[src/rtl/c4_pkg.sv]
// c4_pkg: shared cell codes, status codes, FSM state encoding and board indexing
//   CELL_*      2-bit board cell contents
//   status_e    per-move result status reported by move_dropper
//   state_e     move_dropper FSM states
//   cell_idx    flat cell index of (row, col); row 0 is the bottom row
package c4_pkg;
   localparam logic [1:0] CELL_EMPTY = 2'b00;
   localparam logic [1:0] CELL_P1    = 2'b01;
   localparam logic [1:0] CELL_P2    = 2'b10;
   typedef enum logic [2:0] {
      ST_OK        = 3'b000,
      ST_COL_FULL  = 3'b001,
      ST_BAD_MOVE  = 3'b010,
      ST_GAME_OVER = 3'b011,
      ST_TIMEOUT   = 3'b100
   } status_e;
   typedef enum logic [2:0] {
      S_IDLE, S_SCAN, S_WRITE, S_START, S_WAIT_CHECK, S_REPORT
   } state_e;
   function automatic int cell_idx(input int row, input int col, input int cols);
      return row * cols + col;
   endfunction
endpackage

[src/rtl/board_cell_reader.sv]
// board_cell_reader: combinational lookup of one 2-bit cell from the flat board vector
//   board_i  ROWS*COLS*2  flat board, cell (r,c) at bits [2*(r*COLS+c)+:2]
//   row_i    3            row to read
//   col_i    3            column to read
//   cell_o   2            cell contents
module board_cell_reader
   import c4_pkg::*;
#(
   parameter int ROWS = 8,
   parameter int COLS = 8
) (
   input  logic [ROWS*COLS*2-1:0] board_i,
   input  logic [2:0]             row_i,
   input  logic [2:0]             col_i,
   output logic [1:0]             cell_o
);
   assign cell_o = board_i[2*cell_idx(int'(row_i), int'(col_i), COLS)+:2];
endmodule

[src/rtl/move_dropper.sv]
// move_dropper: drops a piece into the lowest empty cell of a column, then runs the
//   win-check handshake with the victory checker and reports a per-move status.
//   Optional feature macro CHECK_TIMEOUT_EN: bounds WAIT_CHECK to TIMEOUT_CYCLES and
//   reports status 100 when the checker does not answer in time.
// Ports:
//   clk, rst                     clock, synchronous active-high reset
//   new_game                     clear board/game_over/winner (IDLE only)
//   drop_valid/drop_ready        drop request handshake
//   drop_col, drop_player        target column, player code (01/10)
//   board_out                    board register, cell (r,c) at [2*(r*COLS+c)+:2]
//   move_row, move_col           position of the last placed piece
//   check_start                  one-cycle pulse to the victory checker
//   check_done, check_winner     checker answer, sampled in WAIT_CHECK only
//   result_valid, result_status  one-cycle result pulse, status held until next report
//   game_over, winner            sticky game-over flag and latched winner
module move_dropper
   import c4_pkg::*;
#(
   parameter int ROWS           = 8,
   parameter int COLS           = 8,
   parameter int TIMEOUT_CYCLES = 64
) (
   input  logic                   clk,
   input  logic                   rst,
   input  logic                   new_game,
   input  logic                   drop_valid,
   output logic                   drop_ready,
   input  logic [2:0]             drop_col,
   input  logic [1:0]             drop_player,
   output logic [ROWS*COLS*2-1:0] board_out,
   output logic [2:0]             move_row,
   output logic [2:0]             move_col,
   output logic                   check_start,
   input  logic                   check_done,
   input  logic [1:0]             check_winner,
   output logic                   result_valid,
   output logic [2:0]             result_status,
   output logic                   game_over,
   output logic [1:0]             winner
);
   localparam int BW = ROWS * COLS * 2;

   // row/column ports and counters are 3 bits wide
   if (ROWS < 1 || ROWS > 8 || COLS < 1 || COLS > 8 || TIMEOUT_CYCLES < 1) begin : g_bad_cfg
      $error("move_dropper: unsupported ROWS/COLS/TIMEOUT_CYCLES");
   end

   state_e          state_q, state_d;
   status_e         status_q, status_d;
   logic [BW-1:0]   board_q, board_d;
   logic [2:0]      ctr_q, ctr_d;
   logic [2:0]      col_q, col_d;
   logic [1:0]      player_q, player_d;
   logic [2:0]      move_row_q, move_row_d;
   logic [2:0]      move_col_q, move_col_d;
   logic            game_over_q, game_over_d;
   logic [1:0]      winner_q, winner_d;
   logic [1:0]      scan_cell;
   logic            timeout;

   board_cell_reader #(.ROWS(ROWS), .COLS(COLS)) u_reader (
      .board_i (board_q),
      .row_i   (ctr_q),
      .col_i   (col_q),
      .cell_o  (scan_cell)
   );

`ifdef CHECK_TIMEOUT_EN
   localparam int WW = $clog2(TIMEOUT_CYCLES + 1);
   logic [WW-1:0] wait_q;
   always_ff @(posedge clk) begin
      if (rst || state_q != S_WAIT_CHECK) wait_q <= '0;
      else wait_q <= wait_q + 1'b1;
   end
   // true in the TIMEOUT_CYCLES-th WAIT_CHECK cycle
   assign timeout = wait_q == WW'(TIMEOUT_CYCLES - 1);
`else
   assign timeout = 1'b0;
`endif

   always_ff @(posedge clk) begin
      if (rst) begin
         state_q     <= S_IDLE;
         status_q    <= ST_OK;
         board_q     <= '0;
         ctr_q       <= '0;
         col_q       <= '0;
         player_q    <= CELL_EMPTY;
         move_row_q  <= '0;
         move_col_q  <= '0;
         game_over_q <= 1'b0;
         winner_q    <= CELL_EMPTY;
      end else begin
         state_q     <= state_d;
         status_q    <= status_d;
         board_q     <= board_d;
         ctr_q       <= ctr_d;
         col_q       <= col_d;
         player_q    <= player_d;
         move_row_q  <= move_row_d;
         move_col_q  <= move_col_d;
         game_over_q <= game_over_d;
         winner_q    <= winner_d;
      end
   end

   always_comb begin
      state_d     = state_q;
      status_d    = status_q;
      board_d     = board_q;
      ctr_d       = ctr_q;
      col_d       = col_q;
      player_d    = player_q;
      move_row_d  = move_row_q;
      move_col_d  = move_col_q;
      game_over_d = game_over_q;
      winner_d    = winner_q;
      case (state_q)
         S_IDLE: begin
            if (new_game) begin
               board_d     = '0;
               game_over_d = 1'b0;
               winner_d    = CELL_EMPTY;
            end else if (drop_valid) begin
               col_d    = drop_col;
               player_d = drop_player;
               ctr_d    = '0;
               if (int'(drop_col) >= COLS || !(drop_player == CELL_P1 || drop_player == CELL_P2)) begin
                  status_d = ST_BAD_MOVE;
                  state_d  = S_REPORT;
               end else if (game_over_q) begin
                  status_d = ST_GAME_OVER;
                  state_d  = S_REPORT;
               end else begin
                  state_d = S_SCAN;
               end
            end
         end
         S_SCAN: begin
            if (scan_cell == CELL_EMPTY) begin
               state_d = S_WRITE;
            end else if (ctr_q == 3'(ROWS - 1)) begin
               status_d = ST_COL_FULL;
               state_d  = S_REPORT;
            end else begin
               ctr_d = ctr_q + 3'd1;
            end
         end
         S_WRITE: begin
            board_d[2*cell_idx(int'(ctr_q), int'(col_q), COLS)+:2] = player_q;
            move_row_d = ctr_q;
            move_col_d = col_q;
            state_d    = S_START;
         end
         S_START: state_d = S_WAIT_CHECK;
         S_WAIT_CHECK: begin
            if (check_done) begin
               if (check_winner != CELL_EMPTY) begin
                  game_over_d = 1'b1;
                  winner_d    = check_winner;
               end
               status_d = ST_OK;
               state_d  = S_REPORT;
            end else if (timeout) begin
               status_d = ST_TIMEOUT;
               state_d  = S_REPORT;
            end
         end
         S_REPORT: state_d = S_IDLE;
         default:  state_d = S_IDLE;
      endcase
   end

   always_comb begin
      drop_ready   = (state_q == S_IDLE) && !new_game;
      check_start  = state_q == S_START;
      result_valid = state_q == S_REPORT;
   end

   assign board_out     = board_q;
   assign move_row      = move_row_q;
   assign move_col      = move_col_q;
   assign result_status = status_q;
   assign game_over     = game_over_q;
   assign winner        = winner_q;
endmodule

[config.mk]
export PLATFORM = sky130hd
export DESIGN_NAME = move_dropper
export DESIGN_NICKNAME = d
export VERILOG_FILES = /design/src/rtl/c4_pkg.sv /design/src/rtl/board_cell_reader.sv /design/src/rtl/move_dropper.sv
export SDC_FILE = /design/constraint.sdc
export NUM_CORES = 1
export LEC_CHECK = 0
export CORE_MARGIN = 2
export CORE_UTILIZATION = 35
export DETAILED_ROUTE_END_ITERATION = 7
export PLACE_DENSITY = 0.59
export SYNTH_ARGS = -nofsm -noshare
export SYNTH_HDL_FRONTEND = slang
export SYNTH_HIERARCHICAL = 1
export SYNTH_SLANG_ARGS = --single-unit
[constraint.sdc]
create_clock -name clk -period 4.8 [get_ports clk]
set_clock_uncertainty 0.2 [all_clocks]
set_input_delay 0.96 -clock clk [delete_from_list [all_inputs] [get_ports clk]]
set_output_delay 0.96 -clock clk [all_outputs]
set_load 0.1 [all_outputs]
==> summary.txt <==
Status
  – Status: complete, no violations

Power
  – Worst VDD drop: 0.000229 V
  – Lkg Pwr: 0.00328 uW
  – Sequential share of power: 0.379
  – Sw Ratio: 0.368
  – Clock share of power: 0.357
  – Logic pwr share: 0.263
  – Total power per unit cell area: 367 nW/um2
  – Internal power: 2260 uW
  – Overall power: 3570 uW
  – NetSw: 1310 uW

Final layout
  – FF+latch area: 3010 um2
  – P&R area growth vs syn: 33.3%
  – Final nets: 911
  – Antenna cells: 0
  – Non-Filler Instances: 1,176
  – Fillers: 1,947
  – Commonest non-fill, non-tap cell in the layout: clkdlybuf4s50_1
  – Multi-input gate area: 4030 um2
  – Share of cells above drive strength 1: 0.137
  – Most frequent cells in the layout: clkdlybuf4s50_1 (151), dfxtp_1 (148), a22o_1 (68)

Routing
  – Post-Route WL: roughly 28,000 um
  – Drc violations: 0
  – Antenna Nets Post-Route: 0
  – WL per Instance: between 20 and 25 um
  – Pre-antenna DRT Iters: 5
  – Vias post-DR: 7,160
  – First DRT Iteration DRCs: 734
  – Vias per cell: 6.09

GRT
  – Gr usage total: 0.258
  – Total grt overflow: 0
  – Largest net degree at the start of global routing: 42
  – Vias in the first global route: just under 7,000
  – Initial antenna violation count: 0
  – Global-route wire length before repair: approximately 42,000 um

Critical path
  – Worst setup path end: board_out[62]$_SDFFE_PP0P_
  – Buf+Inv Stages, Crit Path: 2
  – Slowest stage cell, crit path: dfxtp_2
  – Reg-to-Reg End: board_out[62]$_SDFFE_PP0P_
  – CP startpoint kind: register
  – WP data arrival: slightly above 4000 ps
  – Req. time, crit path: 4920 ps
  – Worst r2r path cells: 9
  – Stages on the worst setup path: 9
  – Critical Path Most Common Cell: buf_4
  – CP startpoint: col_q[1]$_SDFFE_PP0P_
  – Crit. End Element: register
  – Crit path cell chain: buf_4, buf_4, nor4b_1, ha_1, nand3b_1, mux2_2, nor4_1, a21oi_1, a22o_1
  – CP peak stage delay: 770 ps
  – Crit Reg-Reg Startpoint: col_q[1]$_SDFFE_PP0P_
  – Setup Crit Path Kind: register to register
  – R2R Setup Slk: approximately 860 ps
  – CP max FO: 26
  – CP top delay family: simple AND/OR/NAND/NOR gates

STA
  – Fmax: 254 MHz
  – Final setup vio count: 0
  – Count of pins over their slew limit: 0
  – Slew @ Worst Pin: 1140 ps
  – Rel. slew slack: 0.238
  – Fin Hold WS: 255 ps
  – Tmin final: 3940 ps
  – RSZ-0062 raised after global routing: false
  – Setup WS post-layout: 865 ps
  – Setup_tns: 0 ps
  – Final Hold Violating Endpoints: 0
  – Tcrit/Tclk final: 0.820

Synthesis
  – Async SR Flop Fraction: 0
  – Synth Instances: roughly 740
  – Number of flops mapped to enable cells by yosys: 0
  – Synth Area per Inst: 9.82 um2
  – Register area share after synthesis: 0.411
  – Main synth FF type: dfxtp_1
  – Ys Warns: 6
  – Count of cell types in the netlist: 65
  – Post-Syn Area: 7310 um2
  – Syn_nets: 761
  – Yosys reg bits: 150

Clocking
  – CTS H-Tree Depth: 4
  – Root Buffer: clkbuf_16
  – Post-CTS Setup Bufs: 0
  – Clk sinks: 150
  – Clock buffer depth: 2
  – Clk slew on worst S/H paths: 60 ps
  – Worst-Skew Late Latency: 430 ps
  – CTS Buf Count: 17
  – CTS tree: built
  – Post_cts resized: 0
  – CTS Hold Bufs: 0

Placed design
  – Pre-CTS setup slack: 957 ps
  – Port Buffers: 153
  – Routability cong.: 0.982
  – Dpl cells: 1,145
  – DP HPWL: ~21,000 um

Die
  – Die Area: 22,000 um2
  – Row count: 52
  – Die X: around 150 um
  – Core Region: roughly 20,000 um2
  – Initial core utilization: 0.359
  – Die Span Y: 148 um
  – I/O Pins: 155

Run
  – Max cap viols: 0

Hold path
  – Hold Path Class: register to register
  – Worst hold path cell count: 2
-- synth_stat cells, types with 5 or more instances --
master      n  area [um2]
nand3_1    18        90.1
nor2_1     57         214
nor3b_1     5        37.5
o21ai_0    19        95.1
dfxtp_1   150        3000
and2_1      7        43.8
nand2_1    66         248
a22oi_1    13        97.6
nor3_2      6        60.1
o31ai_1     5        37.5
mux2i_1    11         110
a22o_1     68         596
buf_2      14        70.1
nor3_1     19        95.1
nand2b_1    5        31.3
mux4_2     28         631
nor2b_1    12        75.1
a32o_1     46         460
clkbuf_1   29         109
inv_1      11        41.3
ha_1        5        62.6
a21oi_1    65         325
-- worst min path at each step --
| stage | slack, ps | to | from |
|---|---|---|---|
| global placement | 250 | move_row[1]$_SDFFE_PP0P_ | move_row[1]$_SDFFE_PP0P_ |
| floorplan | 250 | player_q[0]$_SDFFE_PP0P_ | player_q[0]$_SDFFE_PP0P_ |
| CTS | 260 | move_row[1]$_SDFFE_PP0P_ | move_row[1]$_SDFFE_PP0P_ |
| global route | 280 | move_row[2]$_SDFFE_PP0P_ | move_row[2]$_SDFFE_PP0P_ |
| finish | 250 | move_row[2]$_SDFFE_PP0P_ | move_row[2]$_SDFFE_PP0P_ |
| detailed placement | 250 | move_row[1]$_SDFFE_PP0P_ | move_row[1]$_SDFFE_PP0P_ |
-- area by class of cell --
type / count / share of cell area
Clock buffer: 17 / 0.0437
Clock inverter: 14 / 0.0132
Inverter: 11 / 0.00424
Multi-Input combinational cell: 530 / 0.414
Sequential cell: 150 / 0.309
Tap cell: 270 / 0.0347
Timing Repair Buffer: 184 / 0.182
-- sequential cells by signal (all words and copies together), names as in the netlist --
register / flops
move_col: 3
col_q: 3
result_status: 2
game_over: 1
winner: 2
move_row: 3
state_q: 3
player_q: 2
board_out: 128
ctr_q: 3
-- cell families after synthesis --
family                     after synthesis  synth area share
muxes                                   44             0.111
other                                    1          0.000513
AOI/OAI and AO/OA                      241             0.247
DFF                                    150             0.411
and+or+nand+nor                        234             0.174
buffers and inverters                   64            0.0413
xor gates and xnor gates                 5           0.00702
adders and majority gates                5           0.00856
-- worst register-to-register path: cells and delay by family, from the launching register on --
kind	cells	cell delay, ps
adders and majority gates	1	580
muxes	1	370
DFF	1	770
AOI/OAI and AO/OA	2	440
buffers and inverters	2	550
and+or+nand+nor	3	910
-- per-layer routing --
metal / GRT usage / share of wire / vias up
li1: - / - / 3173
met1: 0.356 / 0.43 / 3552
met2: 0.393 / 0.44 / 377
met3: 0.0515 / 0.090 / 58
met4: 0.109 / 0.036 / 0
met5: 0 / 0 / -
-- metrics by stage --
step | utilization | cell area, um2
6_report | 0.478 | 9740
4_1_cts | 0.478 | 9740
3_3_place_gp | 0.451 | 9180
5_1_grt | 0.478 | 9740
2_1_floorplan | - | 7310
3_5_place_dp | 0.451 | 9180
-- power by group through the flow --
stage | Combinational [uW] | Clock (uW) | Sequential (uW)
2_1_floorplan | 638 | 0 | 1410
3_3_place_gp | 922 | 0 | 1380
3_5_place_dp | 922 | 0 | 1380
4_1_cts | 924 | 1290 | 1360
5_1_grt | 1000 | 1350 | 1360
6_report | 939 | 1280 | 1350
No activity file was read; power rests on OpenSTA's default activity.
